**config.mk**
```make
export PLATFORM = sky130hd
export DESIGN_NAME = lane_deskew_rx_flat
export DESIGN_NICKNAME = d
export VERILOG_FILES = /design/src/rtl/lane_deskew_if.sv /design/src/rtl/lane_deskew_rx.sv /design/src/flat_wrapper.sv
export SDC_FILE = /design/constraint.sdc
export NUM_CORES = 1
export LEC_CHECK = 0
export BUFFER_PORTS_ARGS = -buffer_cell sky130_fd_sc_hd__buf_2
export CAP_MARGIN = 5
export CELL_PAD_IN_SITES_DETAIL_PLACEMENT = 1
export CELL_PAD_IN_SITES_GLOBAL_PLACEMENT = 1
export CORE_MARGIN = 1.5
export CORE_UTILIZATION = 42
export CTS_BUF_LIST = sky130_fd_sc_hd__clkbuf_16
export DETAILED_ROUTE_END_ITERATION = 7
export MAX_ROUTING_LAYER = met4
export PLACE_DENSITY_LB_ADDON = 0.1
export REMOVE_ABC_BUFFERS = 1
export SLEW_MARGIN = 0
export SYNTH_ARGS = -nofsm -noshare
export SYNTH_HDL_FRONTEND = slang
export SYNTH_SLANG_ARGS = --single-unit
```
**constraint.sdc**
```tcl
create_clock -name clk -period 2.65 [get_ports clk]
set_input_delay 0.265 -clock clk [delete_from_list [all_inputs] [get_ports clk]]
set_output_delay 0.265 -clock clk [all_outputs]
set_load 0.02 [all_outputs]
```
**src/rtl/lane_deskew_if.sv**
```systemverilog
// Lane-side and word-side signals of the lane deskew receiver.
// The master drives the lanes and consumes words; the slave is the deskew block.
interface lane_deskew_if #(
  parameter int LANES  = 6,
  parameter int LANE_W = 2
);
  logic [LANES*LANE_W-1:0] lane_data;
  logic [LANES-1:0]        lane_valid;
  logic                    flush;
  logic [LANES*LANE_W-1:0] word_data;
  logic                    word_valid;
  logic                    word_ready;
  logic                    aligned;
  logic                    skew_err;
  logic [LANES-1:0]        ovf_err;

  modport master (
    output lane_data, lane_valid, flush, word_ready,
    input  word_data, word_valid, aligned, skew_err, ovf_err
  );

  modport slave (
    input  lane_data, lane_valid, flush, word_ready,
    output word_data, word_valid, aligned, skew_err, ovf_err
  );
endinterface

```
**src/rtl/lane_deskew_rx.sv**
```systemverilog
// Multi-lane receive deskew: per-lane FIFOs absorb arrival skew, and one entry
// from every lane is popped together into a registered output word.
module lane_deskew_rx #(
  parameter int LANES    = 6,
  parameter int LANE_W   = 2,
  parameter int DEPTH    = 8,
  parameter int MAX_SKEW = 4
) (
  input logic          clk,
  input logic          rst_n,
  lane_deskew_if.slave bus
);
  localparam int AW = $clog2(DEPTH);
  localparam int PW = AW + 1;
  localparam int CW = $clog2(MAX_SKEW + 1);
  localparam int WW = LANES * LANE_W;

  typedef enum logic [1:0] {S_IDLE, S_WAIT, S_RUN, S_ERR} state_t;

  state_t            state_q, state_d;
  logic [CW-1:0]     skew_cnt_q, skew_cnt_d;
  logic              word_valid_q, word_valid_d;
  logic [WW-1:0]     word_data_q, word_data_d;
  logic              skew_err_q, skew_err_d;
  logic              aligned_q;
  logic [LANES-1:0]  ovf_err_q, ovf_err_d;
  logic [PW-1:0]     wr_ptr_q [LANES];
  logic [PW-1:0]     wr_ptr_d [LANES];
  logic [PW-1:0]     rd_ptr_q [LANES];
  logic [PW-1:0]     rd_ptr_d [LANES];
  logic [LANE_W-1:0] mem_q [LANES][DEPTH];

  logic [LANES-1:0]  empty, full, wr_req, wr_en, ovf_hit;
  logic              all_ne, out_free, pop;
  logic [WW-1:0]     pop_word;

  // Pointers carry one extra wrap bit so full and empty are distinguishable.
  always_comb begin
    pop_word = '0;
    empty    = '0;
    full     = '0;
    for (int i = 0; i < LANES; i++) begin
      empty[i] = (wr_ptr_q[i] == rd_ptr_q[i]);
      full[i]  = (wr_ptr_q[i][AW] != rd_ptr_q[i][AW]) &&
                 (wr_ptr_q[i][AW-1:0] == rd_ptr_q[i][AW-1:0]);
      pop_word[i*LANE_W +: LANE_W] = mem_q[i][rd_ptr_q[i][AW-1:0]];
    end
  end

  assign all_ne   = ~|empty;
  assign out_free = !word_valid_q || bus.word_ready;
  assign pop      = ((state_q == S_WAIT) || (state_q == S_RUN)) && all_ne && out_free;
  assign wr_req   = (state_q != S_ERR) ? bus.lane_valid : '0;
  // A pop in the same cycle frees the slot, so a full FIFO still accepts.
  assign wr_en    = wr_req & (~full | {LANES{pop}});
  assign ovf_hit  = wr_req & full & ~{LANES{pop}};

  always_comb begin
    state_d      = state_q;
    skew_cnt_d   = skew_cnt_q;
    word_valid_d = word_valid_q;
    word_data_d  = word_data_q;
    skew_err_d   = skew_err_q;
    ovf_err_d    = ovf_err_q | ovf_hit;
    for (int i = 0; i < LANES; i++) begin
      wr_ptr_d[i] = wr_ptr_q[i] + PW'(wr_en[i]);
      rd_ptr_d[i] = rd_ptr_q[i] + PW'(pop);
    end

    if (pop) begin
      word_valid_d = 1'b1;
      word_data_d  = pop_word;
    end else if (word_valid_q && bus.word_ready) begin
      word_valid_d = 1'b0;
    end

    case (state_q)
      S_IDLE: begin
        if (|bus.lane_valid) begin
          state_d    = S_WAIT;
          skew_cnt_d = '0;
        end
      end
      S_WAIT: begin
        if (all_ne) begin
          state_d = S_RUN;
        end else if (skew_cnt_q == CW'(MAX_SKEW)) begin
          state_d    = S_ERR;
          skew_err_d = 1'b1;
        end else begin
          skew_cnt_d = skew_cnt_q + 1'b1;
        end
      end
      default: ;
    endcase

    if (|ovf_hit) state_d = S_ERR;
    if (state_d == S_ERR) word_valid_d = 1'b0;

    if (bus.flush) begin
      state_d      = S_IDLE;
      skew_cnt_d   = '0;
      word_valid_d = 1'b0;
      skew_err_d   = 1'b0;
      ovf_err_d    = '0;
      for (int i = 0; i < LANES; i++) begin
        wr_ptr_d[i] = '0;
        rd_ptr_d[i] = '0;
      end
    end
  end

  always_ff @(posedge clk or negedge rst_n) begin
    if (!rst_n) begin
      state_q      <= S_IDLE;
      skew_cnt_q   <= '0;
      word_valid_q <= 1'b0;
      word_data_q  <= '0;
      skew_err_q   <= 1'b0;
      ovf_err_q    <= '0;
      aligned_q    <= 1'b0;
      for (int i = 0; i < LANES; i++) begin
        wr_ptr_q[i] <= '0;
        rd_ptr_q[i] <= '0;
      end
    end else begin
      state_q      <= state_d;
      skew_cnt_q   <= skew_cnt_d;
      word_valid_q <= word_valid_d;
      word_data_q  <= word_data_d;
      skew_err_q   <= skew_err_d;
      ovf_err_q    <= ovf_err_d;
      aligned_q    <= (state_d == S_RUN);
      for (int i = 0; i < LANES; i++) begin
        wr_ptr_q[i] <= wr_ptr_d[i];
        rd_ptr_q[i] <= rd_ptr_d[i];
      end
    end
  end

  // FIFO storage needs no reset: the pointers alone define what is valid.
  always_ff @(posedge clk) begin
    for (int i = 0; i < LANES; i++) begin
      if (wr_en[i] && !bus.flush)
        mem_q[i][wr_ptr_q[i][AW-1:0]] <= bus.lane_data[i*LANE_W +: LANE_W];
    end
  end

  assign bus.word_data  = word_data_q;
  assign bus.word_valid = word_valid_q;
  assign bus.aligned    = aligned_q;
  assign bus.skew_err   = skew_err_q;
  assign bus.ovf_err    = ovf_err_q;
endmodule

```
**src/flat_wrapper.sv**
```systemverilog
// flat-port wrapper written by rule: the top's interface ports become plain ports
module lane_deskew_rx_flat 
#(
  parameter int LANES    = 6,
  parameter int LANE_W   = 2,
  parameter int DEPTH    = 8,
  parameter int MAX_SKEW = 4
)
  (clk, rst_n, bus_lane_data, bus_lane_valid, bus_flush, bus_word_ready, bus_word_data, bus_word_valid, bus_aligned, bus_skew_err, bus_ovf_err);
  lane_deskew_if #(.LANES(LANES), .LANE_W(LANE_W)) bus_i ();
  input logic clk;
  input logic rst_n;
  input wire logic [$bits(bus_i.lane_data)-1:0] bus_lane_data;
  input wire logic [$bits(bus_i.lane_valid)-1:0] bus_lane_valid;
  input wire logic [$bits(bus_i.flush)-1:0] bus_flush;
  input wire logic [$bits(bus_i.word_ready)-1:0] bus_word_ready;
  output wire logic [$bits(bus_i.word_data)-1:0] bus_word_data;
  output wire logic [$bits(bus_i.word_valid)-1:0] bus_word_valid;
  output wire logic [$bits(bus_i.aligned)-1:0] bus_aligned;
  output wire logic [$bits(bus_i.skew_err)-1:0] bus_skew_err;
  output wire logic [$bits(bus_i.ovf_err)-1:0] bus_ovf_err;
  assign bus_i.lane_data = bus_lane_data;
  assign bus_i.lane_valid = bus_lane_valid;
  assign bus_i.flush = bus_flush;
  assign bus_i.word_ready = bus_word_ready;
  assign bus_word_data = bus_i.word_data;
  assign bus_word_valid = bus_i.word_valid;
  assign bus_aligned = bus_i.aligned;
  assign bus_skew_err = bus_i.skew_err;
  assign bus_ovf_err = bus_i.ovf_err;
  lane_deskew_rx #(.LANES(LANES), .LANE_W(LANE_W), .DEPTH(DEPTH), .MAX_SKEW(MAX_SKEW)) u_core (.clk(clk), .rst_n(rst_n), .bus(bus_i));
endmodule
```
* Yosys cells after proc, flatten, opt, wreduce, memory -nomap -nowiden *
Memory sizes are Yosys's and may differ from the RTL's.
Index checks and enable logic that the tools add are counted.

operators by class
  reductions and logical operators = 37
  magnitude comparators = 18
  $add $sub $neg = 13
  muxes and demuxes = 65
  bitwise gates (word level) = 19
  equality and inequality tests = 27

operators with widths
  operator                                                                       count
  16-bit 2-to-1 mux                                                              6
  4-bit by 1-bit adder with 4-bit output                                         12
  4-bit greater-or-equal comparator (second input constant)                      12
  24-bit 2-to-1 mux                                                              2
  3-bit NOT with 4-bit output                                                    12
  2-bit 2-to-1 mux                                                               23
  2-bit binary-select mux with 3-bit select                                      6
  2-bit demux with 3-bit select                                                  6
  4-bit == test                                                                  6
  4-bit by 1-bit less-than comparator with 1-bit output (second input constant)  6
  1-bit logical AND                                                              21
  6-bit bitwise AND                                                              3
  3-bit == test                                                                  6
  6-bit OR reduction                                                             3
  1-bit 2-to-1 mux                                                               14
  3-bit 2-to-1 mux                                                               4
  6-bit 2-to-1 mux                                                               2
  6-bit NOT                                                                      2
  6-bit OR                                                                       2
  2-bit == test (second input constant)                                          3
  1-bit != test                                                                  6
  3-bit by 2-bit != test with 1-bit output (second input constant)               2
  3-bit case mux with 2 select lines                                             1
  2-bit nonzero test                                                             3
  other kinds (13)                                                               16

storage, ports and cells
  register bits = 74
  RAM bits = 96
  memories kept = 1
  output and inout bits = 21
  logic and storage cells = 199
  input port bits = 22

memory list
  memory        depth  width  read ports  clocked after Yosys merged registers in  wr ports  RTL line              RTL
  u_core.mem_q  6      16     6           0                                        6         lane_deskew_rx.sv:31  logic [LANE_W-1:0] mem_q [LANES][DEPTH];

* Longest topological paths before layout *
  word-level depth = 12
  gate-level depth with buffers = 12
  gate-level depth less buffers = 11

* Worst setup path after synthesis *
OpenSTA, ideal clock, no wires.

  kind = register to register
  start point = reg u_core.rd_ptr_q[8] in the netlist's numbering
  end point = reg u_core.wr_ptr_q[17] in the netlist's numbering
  clock period less this slack = 2.432 ns
  stages on the path, launching flop included = 12
  slack = 0.218 ns
  arrival = 2.299 ns
  path buffers = 1
  setup time = 0.132 ns
  required time = 2.518 ns
  path through = dfrtp_1 buf_2 xnor2_1 nand3_1 o2111a_1 nand3_2 inv_2 o21ai_0 inv_1 ha_1 ha_1 nor2b_1

RTL lines
  item                               RTL line               RTL
  from (decl)                        lane_deskew_rx.sv:29   logic [PW-1:0] rd_ptr_q [LANES];
  from (signal, indexed assignment)  lane_deskew_rx.sv:136  rd_ptr_q[i] <= rd_ptr_d[i];
  to (signal, indexed assignment)    lane_deskew_rx.sv:135  wr_ptr_q[i] <= wr_ptr_d[i];
  to (decl)                          lane_deskew_rx.sv:27   logic [PW-1:0] wr_ptr_q [LANES];

==> impl_metrics.py <==
metrics = {
    "synth": {
        "yosysWarnings": 0,
        "synth_compound_area_frac": 0.0516,
        "synth_top_flop_cell": "edfxtp_1",
        "synth_top_family_by_area": "simple AND/OR/NAND/NOR gates",
        "yosysTopAreaCell": "edfxtp_1",
        "async_reset_ff_frac": 0.435,
        "synth_mux_area_frac": 0.0850,
        "synth_seq_cells": 170,
        "synthTopCellsByArea": "edfxtp_1, dfrtp_1, mux4_2",
        "synth-simple-area-share": 0.131,
        "synth.avg_cell_area_sq_um": 13.5,
        "synth_enable_flop_cells": 96,
        "synth_top_area_share": 0.363,
        "synth_xor_xnor_area_share": 0.0538,
        "syn_inst": 588,
        "seq_area_frac_synth": 0.596,
        "synth_area_sq_um": 7950,
        "ys_types": 61,
        "synthAdderAreaFrac": 0.0456,
    },
    "sta": {
        "rsz0062_at_grt": "false",
        "worstMarginPinSlew_ns": 0.765,
        "relSlewSlack": 0.490,
        "fin_ws_ns": 0.0996,
        "hold_viol": 0,
        "fin_skew_ns": 0.0157,
        "setup_viol": 0,
        "fin_crit_sh": 0.962,
        "layout_min_cycle_time_ns": 2.55,
        "slew_viol_final": 0,
        "clock.fmax_mhz": 392,
    },
    "grt": {
        "grt_usage": 0.187,
        "grt_pass1_vias": 5165,
        "grt_pass1_wl_mm": 27.3,
        "overflow": 0,
        "grt_max_degree": 49,
        "grt_antenna_before_repair": 0,
    },
    "die": {
        "die_y_um": 141,
        "die-area_sq_um": 19800,
        "rows": 50,
        "num_io_pins": 43,
        "fp.coreArea_sq_um": 18600,
        "fp.dieW_um": 141,
        "initial_utilization": 0.426,
    },
    "route": {
        "num_vias": 4809,
        "route.final.wire_length_mm": 16.7,
        "wl_per_cell_um": 18.4,
        "viasPerCell": 5.30,
        "firstDrtPassIters": 4,
        "drc": 0,
        "drtIter0Drc": 200,
        "route.antenna.remaining_nets": 0,
    },
    "clock_tree": {
        "clkTransAtPathRegs_ns": 0.07,
        "cts_setup_buffers": 0,
        "cts_buffer_depth": 2,
        "cts_tree": "yes",
        "insertion_delay_ns": 0.43,
        "cts-htree-levels": 4,
        "cts_buffers": 17,
        "cts.sinks": 170,
        "cts_root_buffer": "clkbuf_16",
    },
    "setup_path": {
        "r2r_end": "u_core.mem_q[3][7]",
        "start_kind": "register",
        "cp.required_ns": 2.72,
        "r2r_cells": 7,
        "crit_fanout": 37,
        "r2r-start": "u_core.wr_ptr_q[15]",
        "end_kind": "register",
        "rrSetupSlack_ns": 0.1,
        "arrival_ns": 2.62,
        "crit_type": "reg -> reg",
    },
    "cells_and_area": {
        "areaGrowthSynthToFinish_pct": 16.5,
        "nets": 711,
        "mostFrequentLayoutCell": "edfxtp_1",
        "multi_input_area_sq_um": 2950,
        "drive_above_1_share": 0.235,
        "n_antenna_cell": 0,
        "n_fill_cell": 1866,
        "seqCellArea_sq_um": 4730,
        "layout_common_cells": "edfxtp_1, dfrtp_1, buf_4",
    },
    "worst_hold_path": {
        "holdPathStages": 1,
        "hold_end": "u_core.mem_q[0][5]",
        "hp-start": "bus_lane_data[1]",
        "hold_path_class": "in -> reg",
    },
    "placed_design": {
        "pre_cts_ws_ns": 0.122,
        "place.port_buffers": 42,
        "gp_congestion": 0.762,
        "dp_hpwl_mm": 12.4,
    },
    "pwr": {
        "worst_ir_drop_vdd_v": 0.000449,
        "p_total_uw": 5650,
        "pwr_density_cell_nw_per_um2": 610,
        "p_leak_uw": 0.00371,
    },
    "outcome": {
        "status": "completed",
    },
    "flow_run": {
        "cap_violations": 0,
    },
}
==> metal layers <==
metal / vias up / track usage / share of wire
met3: 15 / 0.0326 / 0.023
met2: 51 / 0.311 / 0.51
met4: 0 / 0.0576 / 0.011
li1: 2311 / - / -
met1: 2432 / 0.236 / 0.45
met5: - / - / 0
==> per-stage QoR <==
step                hold WS [ns]  TNS (ns)   util  instance area [sq um]  std cells
finish                     0.101         0  0.497                   9260        907
global placement           0.351         0  0.464                   8650        874
CTS                       0.0890         0  0.495                   9230        907
global route              0.0971         0  0.497                   9260        907
floorplan                -0.0306    -0.317      -                   7730        548
detailed placement         0.365         0  0.464                   8650        874
==> worst max-delay path by stage <==
| stage | slack (ns) | start | end |
|---|---|---|---|
| final | 0.1 | u_core.wr_ptr_q[15] | u_core.mem_q[3][7] |
| after global routing | 0.01 | u_core.wr_ptr_q[15] | u_core.mem_q[3][10] |
| after CTS | 0.11 | u_core.wr_ptr_q[15] | u_core.mem_q[4][7] |
| after floorplan | -0.12 | u_core.rd_ptr_q[20] | u_core.wr_ptr_q[17] |
| after global placement | 0.17 | u_core.wr_ptr_q[15] | u_core.mem_q[5][4] |
| after detailed placement | 0.12 | u_core.wr_ptr_q[15] | u_core.mem_q[4][6] |
==> power by group <==
part / leakage, uW / total (uW) / switching [uW] / internal, uW
sequential: 0.00189 / 2880 / 29.7 / 2850
combinational: 0.00155 / 381 / 233 / 147
clock: 0.000279 / 2380 / 1070 / 1310
total: 0.00371 / 5650 / 1330 / 4310
==> cells in the mapped netlist, types with 2 or more instances <==
library cell and number:
buf_4 2, mux4_2 20, nand4_1 4, nand2b_1 3, nor4b_2 3, o21ai_0 16, ha_1 29, o211ai_1 2
nor3_1 9, o22a_1 2, xor2_1 19, or4_1 2, clkbuf_1 12, nor4_1 13, o21a_1 2, or3_1 2
and2_1 2, buf_6 5, nand3_1 18, nor2b_1 25, buf_1 2, nand3b_1 6, a21oi_1 12, dfrtp_1 74
edfxtp_1 96, nand4b_1 2, buf_2 18, inv_1 18, mux4_1 4, mux2i_1 12, a211o_1 6, nand2_1 28
o22ai_1 2, a31oi_1 5, xnor2_1 28, nor4b_1 15, nor2_1 46
==> worst max-delay path, cell delays in order, from the launching register on <==
cell      delay, ns
dfrtp_1        0.40
xor2_1         0.19
nand4b_1       0.19
o2111a_1       0.21
nand3_2        0.13
buf_12         0.21
a211o_1        0.33
nor4b_1        0.53
==> repair_timing <==
item / 4_1_cts / 5_1_grt
endpoints found under the setup margin: 0 / 11
hold endpoints to repair: 47 / 0
resized for setup: 0 / 6
hold buffers: 1 / 0
==> registers in the layout, summed over array words and instances (netlist names) <==
| register | count |
|---|---|
| u_core.mem_q | 96 |
| u_core.rd_ptr_q | 24 |
| u_core.wr_ptr_q | 24 |
| u_core.bus.word_data | 12 |
| u_core.bus.ovf_err | 6 |
| u_core.skew_cnt_q | 3 |
| u_core.state_q | 2 |
| u_core.bus.aligned | 1 |
| u_core.bus.skew_err | 1 |
| u_core.bus.word_valid | 1 |
==> kinds of logic after synthesis <==
| group | count (synthesis) |
|---|---|
| AND/OR/NAND/NOR | 186 |
| multiplexers | 36 |
| adder cells (fa/ha/maj) | 29 |
| AO/OA/AOI/OAI | 59 |
| buffers and inverters | 60 |
| flip-flops | 170 |
| XOR/XNOR | 48 |
==> layout make-up <==
type                            count  area share
Clock buffer                       17      0.0459
Clock inverter                     15      0.0155
Inverter                           20     0.00811
Multi-Input combinational cell    358       0.319
Sequential cell                   170       0.511
Tap cell                          234      0.0316
Timing Repair Buffer               93      0.0686
(Power assumes the default switching activity.)
